[src/rtl/exec_stage.sv]
// exec_stage: execute unit with single-cycle ALU ops and an optional
// iterative shift-add multiplier (enabled by defining EXEC_MUL_EN).
// Ports: CLK, Reset (sync, active-high), start, ALUOp[2:0],
//   ReadA/ReadB[W-1:0] in; writeValue[W-1:0], ovValue, Zero, Busy, Done out.
module exec_stage #(
    parameter int W = 8
) (
    input  logic         CLK,
    input  logic         Reset,
    input  logic         start,
    input  logic [2:0]   ALUOp,
    input  logic [W-1:0] ReadA,
    input  logic [W-1:0] ReadB,
    output logic [W-1:0] writeValue,
    output logic         ovValue,
    output logic         Zero,
    output logic         Busy,
    output logic         Done
);

`ifdef EXEC_MUL_EN
    typedef enum logic [1:0] {
        IDLE = 2'd0,
        MUL  = 2'd1,
        DONE = 2'd2
    } state_t;
`else
    typedef enum logic [1:0] {
        IDLE = 2'd0,
        DONE = 2'd2
    } state_t;
`endif

    state_t state_q, state_d;

    logic [W-1:0] wv_q, wv_d;
    logic         ov_q, ov_d;
    logic         zero_q, zero_d;

    // Single-cycle ALU, evaluated directly on the live operands
    logic [W-1:0] alu_res;
    logic         alu_ov;
    logic [W:0]   sum;
    logic [W:0]   diff;
    logic [W+7:0] shl_ext;
    logic [W+7:0] shr_ext;
    logic         accept;

    // 8 guard bits catch everything a 0..7 shift can push out
    assign sum     = {1'b0, ReadA} + {1'b0, ReadB};
    assign diff    = {1'b0, ReadA} - {1'b0, ReadB};
    assign shl_ext = {8'b0, ReadA} << ReadB[2:0];
    assign shr_ext = {ReadA, 8'b0} >> ReadB[2:0];

    always_comb begin
        alu_res = '0;
        alu_ov  = 1'b0;
        case (ALUOp)
            3'b000: begin
                alu_res = sum[W-1:0];
                alu_ov  = sum[W];
            end
            3'b001: begin
                alu_res = diff[W-1:0];
                alu_ov  = diff[W];
            end
            3'b010: alu_res = ReadA & ReadB;
            3'b011: alu_res = ReadA | ReadB;
            3'b100: alu_res = ReadA ^ ReadB;
            3'b101: begin
                alu_res = shl_ext[W-1:0];
                alu_ov  = |shl_ext[W+7:W];
            end
            3'b110: begin
                alu_res = shr_ext[W+7:8];
                alu_ov  = |shr_ext[7:0];
            end
            default: begin
                alu_res = '0;
                alu_ov  = 1'b0;
            end
        endcase
    end

`ifdef EXEC_MUL_EN
    localparam int CW = $clog2(W) + 1;

    logic [2*W-1:0] mcand_q, mcand_d;
    logic [W-1:0]   mplier_q, mplier_d;
    logic [2*W-1:0] prod_q, prod_d;
    logic [CW-1:0]  cnt_q, cnt_d;

    assign accept = start && (state_q != MUL);
    assign Busy   = (state_q == MUL);
`else
    assign accept = start;
    assign Busy   = 1'b0;
`endif

    always_comb begin
        state_d = state_q;
        wv_d    = wv_q;
        ov_d    = ov_q;
        zero_d  = zero_q;
`ifdef EXEC_MUL_EN
        mcand_d  = mcand_q;
        mplier_d = mplier_q;
        prod_d   = prod_q;
        cnt_d    = cnt_q;
`endif
        if (accept) begin
            if (ALUOp == 3'b111) begin
`ifdef EXEC_MUL_EN
                state_d  = MUL;
                mcand_d  = {{W{1'b0}}, ReadA};
                mplier_d = ReadB;
                prod_d   = '0;
                cnt_d    = '0;
`else
                state_d = DONE;
                wv_d    = '0;
                ov_d    = 1'b0;
                zero_d  = 1'b1;
`endif
            end else begin
                state_d = DONE;
                wv_d    = alu_res;
                ov_d    = alu_ov;
                zero_d  = (alu_res == '0);
            end
`ifdef EXEC_MUL_EN
        end else if (state_q == MUL) begin
            // One multiplier bit per cycle, LSB first
            prod_d   = prod_q + (mplier_q[0] ? mcand_q : '0);
            mcand_d  = mcand_q << 1;
            mplier_d = mplier_q >> 1;
            cnt_d    = cnt_q + 1'b1;
            if (cnt_q == CW'(W - 1)) begin
                state_d = DONE;
                wv_d    = prod_d[W-1:0];
                ov_d    = |prod_d[2*W-1:W];
                zero_d  = (prod_d[W-1:0] == '0);
            end
`endif
        end else if (state_q == DONE) begin
            state_d = IDLE;
        end
    end

    always_ff @(posedge CLK) begin
        if (Reset) begin
            state_q <= IDLE;
            wv_q    <= '0;
            ov_q    <= 1'b0;
            zero_q  <= 1'b1;
`ifdef EXEC_MUL_EN
            mcand_q  <= '0;
            mplier_q <= '0;
            prod_q   <= '0;
            cnt_q    <= '0;
`endif
        end else begin
            state_q <= state_d;
            wv_q    <= wv_d;
            ov_q    <= ov_d;
            zero_q  <= zero_d;
`ifdef EXEC_MUL_EN
            mcand_q  <= mcand_d;
            mplier_q <= mplier_d;
            prod_q   <= prod_d;
            cnt_q    <= cnt_d;
`endif
        end
    end

    assign writeValue = wv_q;
    assign ovValue    = ov_q;
    assign Zero       = zero_q;
    assign Done       = (state_q == DONE);

endmodule

[config.mk]
export PLATFORM = sky130hd
export DESIGN_NAME = exec_stage
export DESIGN_NICKNAME = d
export VERILOG_FILES = /design/src/rtl/exec_stage.sv
export SDC_FILE = /design/constraint.sdc
export NUM_CORES = 1
export LEC_CHECK = 0
export ABC_AREA = 1
export ABC_CLOCK_PERIOD_IN_PS = 1800
export CORE_AREA = 5 5 73 75
export DETAILED_ROUTE_END_ITERATION = 10
export DIE_AREA = 0 0 78 80
export PLACE_DENSITY = 0.76
export RECOVER_POWER = 100
export SYNTH_ARGS = -nofsm -noshare
export SYNTH_HDL_FRONTEND = slang
export SYNTH_SLANG_ARGS = --single-unit
export TNS_END_PERCENT = 100
[constraint.sdc]
create_clock -name CLK -period 1.8 [get_ports CLK]
set_input_delay 0.27 -clock CLK [delete_from_list [all_inputs] [get_ports CLK]]
set_output_delay 0.27 -clock CLK [all_outputs]
set_load 0.01 [all_outputs]
Word level (Yosys, flattened, before mapping)
Index checks and enable logic that the tools add are counted.
{"block": "totals", "input_bits": 22, "wordCells": 30, "regBits": 11, "out_inout_bits": 12}
{"block": "classes", "bitwise": 3, "add_sub_neg": 2, "n_shift": 2, "mux": 7, "reduce_logical": 5, "eq_ne": 7}
{"operator": "case mux 8 bit (7 select lines)", "n": 1}
{"operator": "OR reduction 8 bit", "n": 2}
{"operator": "left shift 8 x 3 -> 16 bit", "n": 1}
{"operator": "right shift 16 x 3 -> 16 bit", "n": 1}
{"operator": "== test 3 bit (second input constant)", "n": 4}
{"operator": "adder 8 x 8 -> 9 bit", "n": 1}
{"operator": "subtractor 8 x 8 -> 9 bit", "n": 1}
{"operator": "AND 8 bit", "n": 1}
{"operator": "logical NOT 8 bit", "n": 1}
{"operator": "2-to-1 mux 8 bit", "n": 1}
{"operator": "bitwise OR 8 bit", "n": 1}
{"operator": "XOR 8 bit", "n": 1}
{"operator": "== test 3 x 2 -> 1 bit (second input constant)", "n": 2}
{"operator": "2-to-1 mux 2 bit", "n": 2}
{"operator": "case mux 1 bit (4 select lines)", "n": 1}
{"operator": "== test 3 x 1 -> 1 bit (second input constant)", "n": 1}
{"operator": "logical NOT 3 bit", "n": 1}
{"operator": "2-to-1 mux 1 bit", "n": 2}
{"operator": "nonzero test 2 bit", "n": 1}

Longest topological paths before layout
Gate-level depths: netlist (run 1).
{"block": "depth", "ltp_word": 4, "ltp_mapped": 16}

Worst setup path before layout (run 1)
OpenSTA, ideal clock, no wires.
{"block": "synth_timing", "path_type": "input-to-reg", "startpoint": "input port ReadA[0]", "endpoint": "register ov_q, in the netlist ovValue", "arrival_time_ps": 1719, "setup_slack_ps": -32, "path_buffers": 0, "path_stages": 14, "setup_ps": 112, "required_time_ps": 1688, "path_cell_list": "inv_1 ha_1 fa_1 o21ai_1 nand3_1 nand2_1 nand2_1 nand2_1 nand2_1 nand2_1 nand2_1 nand3b_1 nand2_1 nand2_1"}
{"block": "synth_via", "elab_chain_len": 4, "word_cells_on_any_way": 8, "cone_classes": "2 x add/sub; 2 x shift; 2 x mux; 2 x reduce/logical"}
{"element": "from (decl)", "line_no": "12", "rtl": "input logic [W-1:0] ReadA,"}
{"element": "parallel branches: the longest is 2 deep, another holds subtractor 8 x 8 -> 9 bit"}
{"element": "case mux 1 bit (4 select lines) *", "line_no": "58", "rtl": "case (ALUOp)"}
{"element": "2-to-1 mux 1 bit *", "line_no": "112", "rtl": "if (ALUOp == 3'b111) begin"}
{"element": "to (signal assigned)", "line_no": "165", "rtl": "ov_q <= ov_d;"}
{"element": "to (decl)", "line_no": "37", "rtl": "logic ov_q, ov_d;"}
Every way passes the cells marked *.
A chain may end at the register's enable or synchronous reset.

Worst setup path in the final report (run 1)
{"block": "layout_timing", "startpoint": "input port ReadA[0]", "endpoint": "register zero_q, in the netlist Zero"}
{"block": "layout_via", "elab_chain_len": 4, "word_cells_on_any_way": 10, "cone_classes": "2 x add/sub; 2 x shift; 2 x mux; 3 x bitwise; 1 x reduce/logical"}
{"element": "subtractor 8 x 8 -> 9 bit (tied with other cells)", "line_no": "51", "rtl": "assign diff = {1'b0, ReadA} - {1'b0, ReadB};"}
{"element": "case mux 8 bit (7 select lines) *", "line_no": "58"}
{"element": "logical NOT 8 bit *", "line_no": "129", "rtl": "zero_d = (alu_res == '0);"}
{"element": "2-to-1 mux 1 bit *", "line_no": "112"}
{"element": "to (signal assigned)", "line_no": "166", "rtl": "zero_q <= zero_d;"}
{"element": "to (decl)", "line_no": "38", "rtl": "logic zero_q, zero_d;"}
Every way passes the cells marked *; elsewhere a longest branch is shown, timed or not.

==> results of run 1 <==
## worst max-delay path: stages
cell     delay, ps
buf_12          90
inv_6           30
ha_4           160
fa_2           540
inv_2           40
nand3_2         70
nand2_2         50
inv_2           50
nand2_2         40
nor2_1         100
nand2_1         90
nor2_1         100
nand3_1         70
nor2_1          90
nand3_1         70
nand2_1         60
## registers in the layout, summed over array words and instances (netlist names)
| signal | flops |
|---|---|
| Zero | 1 |
| ovValue | 1 |
| state_q | 1 |
| writeValue | 8 |
## worst max path at each step
stage             start       to  slack (ps)  cells past startpoint
2_1_floorplan  ReadA[0]     Zero          10                     15
3_3_place_gp   ReadA[0]     Zero        -650                     16
3_5_place_dp   ReadA[0]     Zero        -680                     16
4_1_cts        ReadB[7]  ovValue           1                     12
5_1_grt        ReadA[0]     Zero         -80                     16
6_report       ReadA[0]     Zero          70                     16
## per-stage QoR
step                      instances  hold slack (ps)  worst slack, ps
final                           562              447             70.6
after global routing            562              488            -78.3
after CTS                       559              460             1.31
after detailed placement        550              450             -681
after global placement          550              442             -647
after floorplan                 402              363             14.2
## cell usage in the layout (no fill, tap or decap), drive strengths merged
cell,instances
inv,57
nand3b,2
nand3,73
buf,83
clkdlybuf4s50,4
nor3,3
dlymetal6s2s,1
a21o,1
dlygate4sd3,11
a21oi,13
dlygate4sd2,10
and2,3
o21a,1
nand2,129
ha,25
nor2,42
conb,1
xor2,1
a22o,3
dfxtp,11
o21ai,12
nand4,10
o21bai,2
fa,2
clkbuf,8
## per-layer routing
metal,global-route usage,wire [um]
met3,0.0192,498
met4,0.0895,224
met1,0.325,3400
met5,0,0
met2,0.462,4070
## cell type report
| type | count | area, um2 | share of cell area |
|---|---|---|---|
| Clock buffer | 4 | 45.0 | 0.0132 |
| Multi-Input combinational cell | 323 | 1930 | 0.567 |
| Timing Repair Buffer | 113 | 918 | 0.270 |
| Sequential cell | 11 | 220 | 0.0647 |
| Inverter | 57 | 224 | 0.0658 |
| Tap cell | 54 | 67.6 | 0.0199 |
## power breakdown
part | leakage [uW] | switching [uW] | internal, uW | total [uW]
registers | 0.0000905 | 8.17 | 262 | 270
logic | 0.00168 | 464 | 391 | 855
clock network | 0.0000228 | 99.4 | 156 | 255
## logic make-up (layout without fill, tap and decap cells)
kind of cell / count (synthesis) / in the layout / share of synthesized area
adder cells (fa/ha/maj): 27 / 27 / 0.161
XOR/XNOR: 1 / 1 / 0.00399
AND/OR/NAND/NOR: 262 / 262 / 0.514
other: 1 / 1 / 0.00171
AO/OA/AOI/OAI: 32 / 32 / 0.0826
buffers and inverters: 68 / 174 / 0.137
flip-flops: 11 / 11 / 0.100
## timing repair
item	4_1_cts	5_1_grt
setup buffers	5	3
gates resized for setup	82	36
setup endpoints to repair	10	8
pin swaps	22	25
==> flow_metrics.tcl, run 1 <==
set metrics [dict create \
    grt_pass1_vias 2864 \
    grt_usage 0.259 \
    netlist_area_mm2 0.00220 \
    cts_buffer_depth 2 \
    num_vias 2977 \
    setup_viol 0 \
    firstDrtPassIters 4 \
    synth_nets 451 \
    p_leak_uw 0.00179 \
    pwr_density_cell_mw_per_mm2 406 \
    start_util 0.478 \
    portBuffers 32 \
    antenna_cells 0 \
    clkLatencyLatePin_ps 240 \
    gr-total-overflow 0 \
    synth.top_cell.area_share 0.221 \
    synth_cell_type_count 27 \
    endpoint_kind "register" \
    ys_top_cells_by_area "nand2_1, nand3_1, ha_1" \
    routabilityCongestion 0.935 \
    min_path_cells 2 \
    drt-total-wl_um 8190 \
    r2r_end "Zero" \
    placed_area_mm2 0.00306 \
    finalPower_uw 1380 \
    holdCritPathClass "reg -> reg" \
    hold_viol 0 \
    cts-root-buf "clkbuf_8" \
    synth_warnings 0 \
    drtAntennaViolNets 0 \
    final_area_mm2 0.00340 \
    syn_to_final_growth_pct 55.0 \
    synth_edf_count 0 \
    std_cell_rows 25 \
    antenna_found_initial 0 \
    fin_crit_sh 0.961 \
    fp.dieH_um 80 \
    status "complete, no violations" \
    finish.net_count 558 \
    clk_pin_slew_worst_paths_ps 50 \
    core_mm2 0.00460 \
    path_class "in -> reg" \
    cp_max_fo 3 \
    skew_ps 0 \
    num_io_pins 34 \
    cp.required_ps 1990 \
    ir_worst_vdd_mv 0.230 \
    cts_max_level 1 \
    wl_per_cell_um 14.6 \
    reg2reg_slack_ps 1170 \
    min_to "ovValue" \
    yosys-top-cells-count "nand2_1, nand3_1, inv_1, nor2_1, ha_1" \
    max_cap_violations 0 \
    clock-sinks 11 \
    utilization 0.740 \
    setup_tns_ps 0 \
    grt_max_degree 19 \
    hpwl_um 6300 \
    drt_iter0_drc 278 \
    viasPerCell 5.30 \
    yosysMostFrequentCell "nand2_1" \
    worst-r2r-cell-count 2 \
    cts_tree "built" \
    layout-drive-gt1-share 0.315 \
    grt_pass1_wl_um 13200 \
    cts_hold_buf 0 \
    hp-start "ovValue" \
    rsz0062_at_grt "yes" \
    syn_inst 402 \
    yosysTopAreaCell "nand2_1" \
    ys.flop_type "dfxtp_1" \
    syn_avg_cell_area_um2 5.46 \
    die_x_um 78 \
    ys_seq_elements 11 \
    drv_slew 0 \
    async_flop_share 0 \
    drc 0 \
    r2r-start "Zero" \
    maxClockFrequency_mhz 578 \
    cts_buffers 3 \
    die_area_mm2 0.00624 \
    fillers 399 \
    cp-start-kind "input pin" \
    final.min_clock_period_ps 1730 \
    yosysSeqAreaShare 0.100 \
    cp.arrival_ps 1920 \
]
Note: power is estimated with default switching activity, not from simulation.
==> inputs of run 2 (changes only) <==
Settings changed: CAP_MARGIN from default to 10, TNS_END_PERCENT 100 to 1.
==> run 2 against run 1 <==
  * Setup slack lost 4.5 ps
  * Total power shrank 0.30%
  * Critical endpoint unchanged
  * Largest cell class unchanged
  * Sequential power is essentially flat
  * Clock skew is the same
==> flow_metrics.tcl, run 2 (synthesized netlist as in run 1, its figures left out) <==
set metrics [dict create \
    largest_reg_flops 8 \
    std_cell_rows 25 \
    critPathMaxStageDelay_ps 540 \
    setup_tns_ps 0 \
    syn_to_final_growth_pct 54.4 \
    wl_met1_um 3420 \
    gr-total-overflow 0 \
    grt_max_degree 19 \
    p_seq_frac 0.196 \
    worst-r2r-cell-count 2 \
    clk_pin_slew_worst_paths_ps 50 \
    cts_buffer_depth 2 \
    cp-start-kind "input pin" \
    p_leak_uw 0.00179 \
    fp.dieH_um 80 \
    dpl.cell_count 550 \
    cts_tree "built" \
    firstDrtPassIters 5 \
    hold_viol 0 \
    final.min_clock_period_ps 1730 \
    holdWs_ps 453 \
    crit_chain "buf_12 -> inv_6 -> ha_4 -> fa_2 -> inv_2 -> nand3_2 -> nand2_2 -> inv_2 -> nand2_2 -> nor2_1 -> nand2_1 -> nor2_1 -> nand3_1 -> nor2_1 -> nand3_1 -> nand2_1" \
    drtAntennaViolNets 0 \
    wl_per_cell_um 14.6 \
    cp_max_fo 3 \
    routabilityCongestion 0.935 \
    min_path_cells 2 \
    rsz0062_at_grt "yes" \
    holdCritPathClass "reg -> reg" \
    cts_max_level 1 \
    wl_met3_um 489 \
    viasPerCell 5.45 \
    path_depth 16 \
    final_cell_mix "nand2_1, buf_4, nand3_1" \
    cts-root-buf "clkbuf_8" \
    skew_ps 0 \
    top_layer "met4" \
    setup_viol 0 \
    finish.net_count 558 \
    ir_worst_vdd_mv 0.230 \
    final_common_cell "nand2_1" \
    drc 0 \
    endpoint_kind "register" \
    status "complete, no violations" \
    portBuffers 32 \
    layout-drive-gt1-share 0.305 \
    power_switching_uw 569 \
    utilization 0.737 \
    placed_area_mm2 0.00306 \
    fillers 398 \
    cts_hold_buf 0 \
    critPathMostFrequentCell "nor2_1" \
    antenna_found_initial 0 \
    max_cap_violations 0 \
    core_mm2 0.00460 \
    drt_iter0_drc 252 \
    cp.arrival_ps 1920 \
    grt_pass1_wl_um 13200 \
    path_buf_inv 4 \
    maxClockFrequency_mhz 577 \
    p_int_uw 807 \
    die_x_um 78 \
    fin_crit_sh 0.963 \
    clkLatencyLatePin_ps 240 \
    grt_usage 0.259 \
    power_frac_clock 0.186 \
    drv_slew 0 \
    final_area_mm2 0.00339 \
    antenna_cells 0 \
    cts_buffers 3 \
    hpwl_um 6300 \
    cp.required_ps 1990 \
    p_comb_frac 0.618 \
    pwr_density_cell_mw_per_mm2 406 \
    swShare 0.414 \
    start_util 0.478 \
    critPathTopFamily "simple AND/OR/NAND/NOR gates" \
    num_vias 3061 \
    met2_wirelength_um 3960 \
    stdcell_count 562 \
    die_area_mm2 0.00624 \
    path_class "in -> reg" \
    drt-total-wl_um 8190 \
    critPathSlowestCell "fa_2" \
    grt_pass1_vias 2864 \
    num_io_pins 34 \
    clock-sinks 11 \
]
run 2: cell types whose count changed in the layout (fill, tap and decap cells not counted), sizes merged:
cell	delta
clkbuf	-1
dlygate4sd2	+1
run 2: layout make-up:
type	count	area, um2	share of cell area
Clock buffer	4	45.0	0.0133
Sequential cell	11	220	0.0650
Inverter	57	224	0.0661
Multi-Input combinational cell	323	1910	0.564
Tap cell	54	67.6	0.0199
Timing Repair Buffer	113	922	0.272
run 2: worst min-delay path: cells and delay by family (launching register included):
family	cells	cell delay, ps
AND/OR/NAND/NOR	2	100
flip-flops	1	310
run 2: path summary, 6_finish.rpt:
check,slack [ps],from,end
setup / recovery,70,ReadA[0],Zero
hold / removal,450,ovValue,ovValue
setup reg to reg,1170,Zero,Zero
hold reg to reg,450,ovValue,ovValue
run 2: metal layers:
layer	vias to the layer above	GRT usage
met2	149	0.462
met5	-	0
met3	38	0.0192
met1	1357	0.325
li1	1517	-
met4	0	0.0895
run 2: repair_timing:
item / in CTS / in global routing
setup buffers: 5 / 3
resized for setup: 82 / 30
pin swaps: 22 / 19
gates cloned: 0 / 0
endpoints found under the setup margin: 10 / 8
run 2: per-stage QoR:
step | power [uW] | setup slack, ps
2_1_floorplan | 671 | 14.2
3_3_place_gp | 1010 | -647
3_5_place_dp | 1010 | -681
4_1_cts | 1340 | 1.31
5_1_grt | 1480 | -78.3
6_report | 1380 | 66.1
run 2: power by group through the flow:
stage | combinational, uW | clock [uW] | sequential [uW]
global placement | 731 | 0 | 275
detailed placement | 736 | 0 | 276
floorplan | 387 | 0 | 284
global route | 927 | 282 | 273
finish | 850 | 256 | 270
CTS | 806 | 263 | 271
==> inputs of run 3 (changes only) <==
Settings changed: CAP_MARGIN 10 to 20, HOLD_SLACK_MARGIN from default to 0.15.
==> results of run 3 <==
The final DEF is identical to that of run 2; final timing and power are the same.
